$ cat config.mk
export PLATFORM = sky130hd
export DESIGN_NAME = generador_pasos
export DESIGN_NICKNAME = d
export VERILOG_FILES = /design/src/rtl/generador_pasos.sv
export SDC_FILE = /design/constraint.sdc
export NUM_CORES = 1
export LEC_CHECK = 0
export CORE_MARGIN = 3
export CORE_UTILIZATION = 58
export CTS_BUF_LIST = sky130_fd_sc_hd__clkbuf_16
export CTS_CLUSTER_DIAMETER = 80
export DETAILED_ROUTE_END_ITERATION = 7
export GPL_ROUTABILITY_DRIVEN = 0
export HOLD_SLACK_MARGIN = 0.06
export PLACE_DENSITY = 0.77
export SETUP_SLACK_MARGIN = 0.4
export SLEW_MARGIN = 25
export SYNTH_ARGS = -nofsm -noshare
export SYNTH_HDL_FRONTEND = slang
export SYNTH_SLANG_ARGS = --single-unit
$ cat constraint.sdc
create_clock -name clk -period 2 [get_ports clk]
set_clock_uncertainty 0.1 [all_clocks]
set_input_delay 0.4 -clock clk [delete_from_list [all_inputs] [get_ports clk]]
set_output_delay 0.4 -clock clk [all_outputs]
set_load 0.01 [all_outputs]
$ cat src/rtl/generador_pasos.sv
// Beat-paced step generator: one pseudo-random 3-bit code per beat from an 8-bit LFSR,
// offered on a valid/ready handshake until the song's step count is reached.
module generador_pasos #(
   parameter int unsigned BEAT_DIV = 50_000_000,
   parameter int unsigned STEPS    = 32,
   parameter logic [7:0]  SEED     = 8'h01
) (
   input  logic                         clk,
   input  logic                         rst_n,
   input  logic                         start,
   input  logic                         enable,
   input  logic                         step_ready,
   output logic                         step_valid,
   output logic [2:0]                   step_data,
   output logic [$clog2(STEPS+1)-1:0]   steps_issued,
   output logic                         overrun,
   output logic                         busy,
   output logic                         done
);

   localparam int unsigned CntW = (BEAT_DIV > 1) ? $clog2(BEAT_DIV) : 1;
   localparam int unsigned IssW = $clog2(STEPS + 1);
   localparam logic [CntW-1:0] CntMax   = CntW'(BEAT_DIV - 1);
   localparam logic [IssW-1:0] LastStep = IssW'(STEPS - 1);
   // An all-zero LFSR would lock up, so a zero seed is swapped for a fixed non-zero value.
   localparam logic [7:0]      SeedEff  = (SEED == 8'h00) ? 8'hA5 : SEED;

   typedef enum logic [1:0] {StIdle, StRun, StDone} state_e;

   state_e            state_q, state_d;
   logic [7:0]        lfsr_q, lfsr_d;
   logic [CntW-1:0]   beat_cnt_q, beat_cnt_d;
   logic              step_valid_q, step_valid_d;
   logic [2:0]        step_data_q, step_data_d;
   logic [IssW-1:0]   issued_q, issued_d;
   logic              overrun_q, overrun_d;

   logic              tick;
   logic [7:0]        lfsr_next;

   assign tick      = (state_q == StRun) && enable && (beat_cnt_q == CntMax);
   assign lfsr_next = {lfsr_q[6:0], lfsr_q[7] ^ lfsr_q[5] ^ lfsr_q[4] ^ lfsr_q[3]};

   always_comb begin
      state_d      = state_q;
      lfsr_d       = lfsr_q;
      beat_cnt_d   = beat_cnt_q;
      step_data_d  = step_data_q;
      issued_d     = issued_q;
      overrun_d    = overrun_q;
      step_valid_d = step_valid_q & ~step_ready;

      if (state_q == StRun && enable) begin
         beat_cnt_d = tick ? '0 : beat_cnt_q + 1'b1;
      end

      if (tick) begin
         lfsr_d       = lfsr_next;
         step_data_d  = lfsr_next[2:0];
         step_valid_d = 1'b1;
         // A tick on an unaccepted step loses it; a same-cycle accept is not a loss.
         if (step_valid_q && !step_ready) begin
            overrun_d = 1'b1;
         end
         if (issued_q != IssW'(STEPS)) begin
            issued_d = issued_q + 1'b1;
         end
      end

      unique case (state_q)
         StIdle, StDone: begin
            if (start) begin
               state_d      = StRun;
               lfsr_d       = SeedEff;
               beat_cnt_d   = '0;
               issued_d     = '0;
               overrun_d    = 1'b0;
               step_valid_d = 1'b0;
            end
         end
         StRun: begin
            if (tick && issued_q == LastStep) begin
               state_d = StDone;
            end
         end
         default: state_d = StIdle;
      endcase
   end

   always_ff @(posedge clk) begin
      if (!rst_n) begin
         state_q      <= StIdle;
         lfsr_q       <= SeedEff;
         beat_cnt_q   <= '0;
         step_valid_q <= 1'b0;
         step_data_q  <= '0;
         issued_q     <= '0;
         overrun_q    <= 1'b0;
      end else begin
         state_q      <= state_d;
         lfsr_q       <= lfsr_d;
         beat_cnt_q   <= beat_cnt_d;
         step_valid_q <= step_valid_d;
         step_data_q  <= step_data_d;
         issued_q     <= issued_d;
         overrun_q    <= overrun_d;
      end
   end

   assign step_valid   = step_valid_q;
   assign step_data    = step_data_q;
   assign steps_issued = issued_q;
   assign overrun      = overrun_q;
   assign busy         = (state_q == StRun);
   assign done         = (state_q == StDone) && !step_valid_q;

endmodule

==> results of run 1 <==
report_power, final:
part,leakage [uW],internal [uW],switching [uW]
Combinational,0.000834,64.7,73.8
Sequential,0.000394,928,7.70
Clock,0.0000762,453,358
Total,0.00130,1440,439
sequential cells by signal (all words and copies together) (netlist names):
signal and flops:
steps_issued 6, overrun 1, state_q 2, step_valid 1
step_data 3, lfsr_q 8, beat_cnt_q 26
cells by family (layout without fill, tap and decap cells):
logic type	count (synthesis)	after routing	synth area share, %
AOI/OAI and AO/OA	46	46	12.2
xor gates and xnor gates	12	12	4.44
adders and majority gates	3	3	1.58
buffers and inverters	19	76	3.75
DFF	47	47	39.7
muxes	12	12	5.07
and+or+nand+nor	133	134	33.3
cell usage in the layout, fill, tap and decap left out, types with 3 or more instances in the layout:
cell type,netlist,layout
and3_1,7,6
nand2b_1,5,5
nand2_1,29,27
mux2i_1,12,12
o21a_1,4,4
xor2_1,5,5
or3_1,11,8
or3_4,0,3
o21ai_0,14,6
o21ai_1,0,3
clkdlybuf4s50_1,0,3
nor2_1,13,6
dfxtp_4,0,10
buf_4,1,28
nand3_4,1,3
o21ai_2,0,5
dlygate4sd2_1,0,11
nand3_1,15,12
nor3_1,4,3
clkbuf_16,0,5
dfxtp_1,47,23
inv_1,6,8
nand4_1,14,14
nor4_4,0,4
dfxtp_2,0,14
and4_4,0,3
a21oi_2,2,16
xnor2_1,7,7
nor2_4,0,5
buf_6,1,13
metrics by stage:
stage	cells	power [uW]
2_1_floorplan	272	1010
3_3_place_gp	345	1050
3_5_place_dp	345	1050
4_1_cts	370	1840
5_1_grt	378	1920
6_report	378	1880
path summary, 6_finish.rpt:
| path | start | end | slack (ps) |
|---|---|---|---|
| max | beat_cnt_q[17] | beat_cnt_q[24] | -50 |
| max reg2reg | beat_cnt_q[17] | beat_cnt_q[24] | -50 |
| min | step_data[2] | step_data[2] | 370 |
| min reg2reg | step_data[2] | step_data[2] | 370 |
area by class of cell:
type,count,area [um2]
clock buffers,5,125
clock inverters,3,12.5
fillers,122,239
inverters,6,22.5
multi-input cells,207,1750
flip-flops and latches,47,996
well taps,48,60.1
repair buffers,62,597
worst register-to-register path, stage by stage (launching register included):
cell	delay, ps
dfxtp_1	430
and4_2	370
nand3_1	270
or4_1	600
a21oi_1	210
metal layers:
| layer | share of wire [%] | routed length (um) |
|---|---|---|
| met1 | 35 | 3440 |
| met2 | 46 | 4580 |
| met3 | 12 | 1160 |
| met4 | 7.8 | 776 |
| met5 | 0 | 0 |
what timing repair did:
| action | in CTS | in global routing |
|---|---|---|
| setup buffers | 15 | 8 |
| pin swaps | 22 | 23 |
| gates resized for setup | 88 | 72 |
| gates cloned | 2 | 0 |
| endpoints found under the setup margin | 59 | 48 |
==> run_results.csv, run 1 <==
group,metric,value,unit
floorplan,rows,22,
critical_path,max_stage_delay,600,ps
global_route,grtUsageMet3,8.06,%
yosys,ys_types,45,
clock_network,cts.path.max_buffers,2,
floorplan,die-area,4890,um2
global_route,grt_usage,30.3,%
floorplan,ioPinCount,18,
critical_path,cp_num_cells,4,
sta,fin_crit,2050,ps
power_and_ir_drop,power.density,529,nW/um2
global_route,gr-total-overflow,0,
critical_path,crit_chain,"and4_2 -> nand3_1 -> or4_1 -> a21oi_1",
placement,preCtsSetupSlack,-330,ps
critical_path,path_max_fanout,6,
yosys,ys_warn_count,0,
critical_path,worstSetupPathType,"reg -> reg",
clock_network,clkTransAtPathRegs,70,ps
routing,antenna_left,0,
status,violations,"setup timing",
yosys,synth_async_sr_flop_share,0,%
clock_network,h-tree-depth,2,
clock_network,clock-sinks,47,
yosys,post-synth-top-area-fraction,39.7,%
yosys,synth_most_common_cell,"dfxtp_1",
clock_network,clockRootBuffer,"clkbuf_16",
yosys,ys_top_cells_by_count,"47 x dfxtp_1, 29 x nand2_1, 16 x a21oi_1",
sta,hold_viol_final,0,
final_layout,area_growth,50.2,%
placement,place_area,2730,um2
sta,setup_ws,-45.9,ps
floorplan,coreArea,3800,um2
sta,hold_ws,370,ps
clock_network,hold_buffers,0,
min_path,hold_path.class,"reg -> reg",
placement,hpwlAfterDp,3750,um
sta,finalMaxSlewViolations,0,
global_route,grt_max_degree,14,
routing,dr.pass1.iters,8,
yosys,synth_cells,272,
yosys,synth_area,2370,um2
global_route,busiest_layer,"met2",
status,outcome,"finished, violations left",
sta,period_share,102,%
global_route,grt_antenna_before_repair,0,
routing,via_per_inst,7.43,
routing,drc,0,
placement,io_buffer_count,17,
sta,fin_tns_setup,-45.9,ps
routing,wl,9950,um
sta,fmax,0.489,GHz
global_route,met1_usage,36.5,%
final_layout,final_design_area_no_fill,3560,um2
critical_path,cp.buffers_inverters,0,
global_route,grt_pass1_vias,2460,
routing,wl_per_cell,26.3,um
floorplan,start_util,62.4,%
yosys,synth_area_leaders,"dfxtp_1 40%, mux2i_1 5.1%, nand2_1 4.6%",
yosys,syn_avg_cell_area,8.71,um2
final_layout,post-route-util,93.7,%
flow_run,cap_violations,0,
yosys,synth_seq_cells,47,
power_and_ir_drop,p_leak,0.00130,uW
critical_path,worstSetupEndpointType,"register",
yosys,yosysSeqAreaShare,39.7,%
critical_path,critPathLaunchType,"register",
critical_path,worstPathRequired,2120,ps
sta,rsz0062_at_grt,"true",
global_route,grtUsageMet2,49.0,%
global_route,grt_pass1_wl,11900,um
final_layout,diodes,0,
min_path,whs_path_depth,2,
critical_path,crit_path_top_delay_cell,"or4_1",
yosys,syn_nets,280,
floorplan,dieHeight,69.9,um
critical_path,path_delay_family,"simple AND/OR/NAND/NOR gates",
clock_network,cts_made_buffers,5,
floorplan,chipWidth,69.9,um
critical_path,cp.arrival,2160,ps
sta,worst_pin_slew,359,ps
final_layout,nNetsFinal,337,
sta,max-slew-margin-rel,75.8,%
clock_network,cts_tree,"built",
yosys,synth_ff_type,"dfxtp_1",
final_layout,drive_above_1_share,44.5,%
clock_network,insertion_delay,290,ps
routing,drtIter0Drc,440,
critical_path,reg2reg_depth,4,
yosys,yosys.area.top_type,"dfxtp_1",
power_and_ir_drop,peakVddDrop,0.458,mV
yosys,synth_edf_count,0,
sta,setup_viol,1,
routing,detailroute.via_count,2810,
Power figures use the tool's default switching activity.
==> run 2, diff against run 1 <==
--- a/config.mk
+++ b/config.mk
@@ -9,6 +9,7 @@
 export CORE_UTILIZATION = 58
 export CTS_BUF_LIST = sky130_fd_sc_hd__clkbuf_16
 export CTS_CLUSTER_DIAMETER = 80
+export CTS_CLUSTER_SIZE = 20
 export DETAILED_ROUTE_END_ITERATION = 7
 export GPL_ROUTABILITY_DRIVEN = 0
 export HOLD_SLACK_MARGIN = 0.06
==> results of run 2 <==
Final layout, timing and power as in run 1 (identical DEF).
==> run 3, diff against run 2 <==
==> constraint.sdc (replaced) <==
create_clock -name clk -period 2.1 [get_ports clk]
set_clock_uncertainty 0.1 [all_clocks]
set_input_delay 0.42 -clock clk [delete_from_list [all_inputs] [get_ports clk]]
set_output_delay 0.42 -clock clk [all_outputs]
set_load 0.01 [all_outputs]
==> run_results.csv, run 3 (synthesis gave the netlist of run 1 again) <==
group,metric,value,unit
routing,drtIter0Drc,407,
critical_path,cp.buffers_inverters,1,
global_route,grt_max_degree,21,
floorplan,die-area,4890,um2
clock_network,cts_made_buffers,5,
final_layout,final_design_area_no_fill,3590,um2
sta,worst_pin_slew,406,ps
critical_path,worstReg2RegStart,"beat_cnt_q[5]",
critical_path,cp.arrival,2040,ps
sta,rsz0062_at_grt,"true",
placement,preCtsSetupSlack,-308,ps
routing,drc,0,
clock_network,clock-sinks,47,
sta,setup_ws,120,ps
critical_path,reg2reg_depth,5,
floorplan,chipWidth,69.9,um
final_layout,finalNonFillerCells,384,
critical_path,path_max_fanout,6,
sta,fin_crit,1980,ps
sta,fmax,0.505,GHz
power_and_ir_drop,p_leak,0.00138,uW
floorplan,coreArea,3800,um2
global_route,grt_pass1_wl,11400,um
min_path,hold_path.class,"reg -> reg",
clock_network,cts.path.max_buffers,2,
routing,antenna_left,0,
final_layout,ff_latch_area,978,um2
routing,detailroute.via_count,2816,
placement,io_buffer_count,17,
final_layout,largest_register_ffs,26,
clock_network,h-tree-depth,2,
final_layout,nNetsFinal,343,
placement,hpwlAfterDp,3700,um
sta,setup_viol,0,
critical_path,r2r-end,"beat_cnt_q[11]",
final_layout,largest-register,"beat_cnt_q",
placement,place_area,2720,um2
critical_path,path_delay_family,"simple AND/OR/NAND/NOR gates",
global_route,grt_usage,29.0,%
final_layout,layout_common_cells,"32 x buf_4, 27 x nand2_1, 27 x dfxtp_1, 15 x dfxtp_2",
flow_run,cap_violations,0,
critical_path,max_stage_delay,570,ps
clock_network,clockRootBuffer,"clkbuf_16",
final_layout,multiInputGateArea,1690,um2
final_layout,post-route-util,94.6,%
sta,max-slew-margin-rel,72.7,%
global_route,gr-total-overflow,0,
floorplan,start_util,62.4,%
critical_path,worstSetupPathType,"reg -> reg",
global_route,grt_pass1_vias,2339,
status,outcome,"completed",
final_layout,area_growth,51.6,%
clock_network,cts_tree,"built",
critical_path,cp-startpoint,"beat_cnt_q[5]",
clock_network,insertion_delay,290,ps
floorplan,rows,22,
critical_path,crit_path_top_delay_cell,"or4_4",
critical_path,worstPathRequired,2160,ps
routing,wl,9790,um
clock_network,hold_buffers,0,
final_layout,drive_above_1_share,42.3,%
floorplan,ioPinCount,18,
min_path,holdPathEnd,"step_data[1]",
min_path,whs_path_depth,2,
final_layout,fillers,108,
placement,placed_cells,345,
routing,wl_per_cell,25.5,um
final_layout,diodes,0,
critical_path,crit_chain,"nand4_1 -> buf_4 -> or4_4 -> o21ai_0 -> a21oi_2",
critical_path,r2r_slack,120,ps
routing,dr.pass1.iters,6,
global_route,grt_antenna_before_repair,0,
critical_path,worstSetupEndpointType,"register",
min_path,holdCritStartpoint,"step_data[1]",
sta,hold_viol_final,0,
sta,finalMaxSlewViolations,0,
sta,fin_tns_setup,0,ps
sta,period_share,94.3,%
power_and_ir_drop,peakVddDrop,0.665,mV
critical_path,critPathLaunchType,"register",
final_layout,layout_commonest_cell,"buf_4",
power_and_ir_drop,power.density,570,nW/um2
floorplan,dieHeight,69.9,um
clock_network,clkTransAtPathRegs,70,ps
routing,via_per_inst,7.33,
critical_path,cp_num_cells,5,
## run 3: cell types whose count changed in the layout (fill, tap and decap cells not counted), sizes merged
cell / previous run / this run
buf: 47 / 48
bufinv: 0 / 2
clkbuf: 5 / 8
clkdlybuf4s50: 3 / 4
clkinv: 1 / 0
clkinvlp: 0 / 1
dlygate4sd2: 11 / 7
dlymetal6s2s: 0 / 4
inv: 8 / 6
nand3: 16 / 17
## run 3: timing repair
item,in CTS,in global routing
pin swaps,23,27
resized for setup,59,71
buffers inserted,16,10
setup endpoints to repair,54,49
cloned,2,3
## run 3: worst max path at each step
stage | to | slack, ps
CTS | beat_cnt_q[13] | 290
detailed placement | beat_cnt_q[22] | -310
floorplan | beat_cnt_q[11] | 320
global placement | beat_cnt_q[22] | -240
global route | beat_cnt_q[3] | 70
finish | beat_cnt_q[11] | 120
## run 3: cell type report
cell class              instances  area share (%)
well taps                      48            1.67
clock inverters                 3            1.88
inverters                       6           0.627
repair buffers                 67            18.1
flip-flops and latches         47            27.2
clock buffers                   5            3.48
multi-input cells             208            47.0
## run 3: worst min-delay path: cells and delay by family (launching register included)
kind | cells | cell delay, ps
DFF | 1 | 310
muxes | 1 | 60
and+or+nand+nor | 1 | 50
## run 3: per-layer routing
layer | track usage, % | vias to the layer above | share of wire [%]
met5 | 0 | - | 0
met4 | 12.8 | 0 | 6.8
met3 | 7.05 | 93 | 12
met2 | 48.2 | 300 | 44
met1 | 35.4 | 1285 | 37
li1 | - | 1138 | -
## run 3: where the power goes
group,leakage (uW),internal [uW],switching [uW],total [uW]
clock network,0.0000900,682,350,1030
registers,0.000390,889,7.02,896
logic,0.000903,54.2,68.4,123
## run 3: through the flow
step | hold WS (ps) | total power, uW
6_report | 367 | 2050
5_1_grt | 397 | 2080
4_1_cts | 350 | 2000
3_5_place_dp | 340 | 999
3_3_place_gp | 336 | 998
2_1_floorplan | 343 | 962
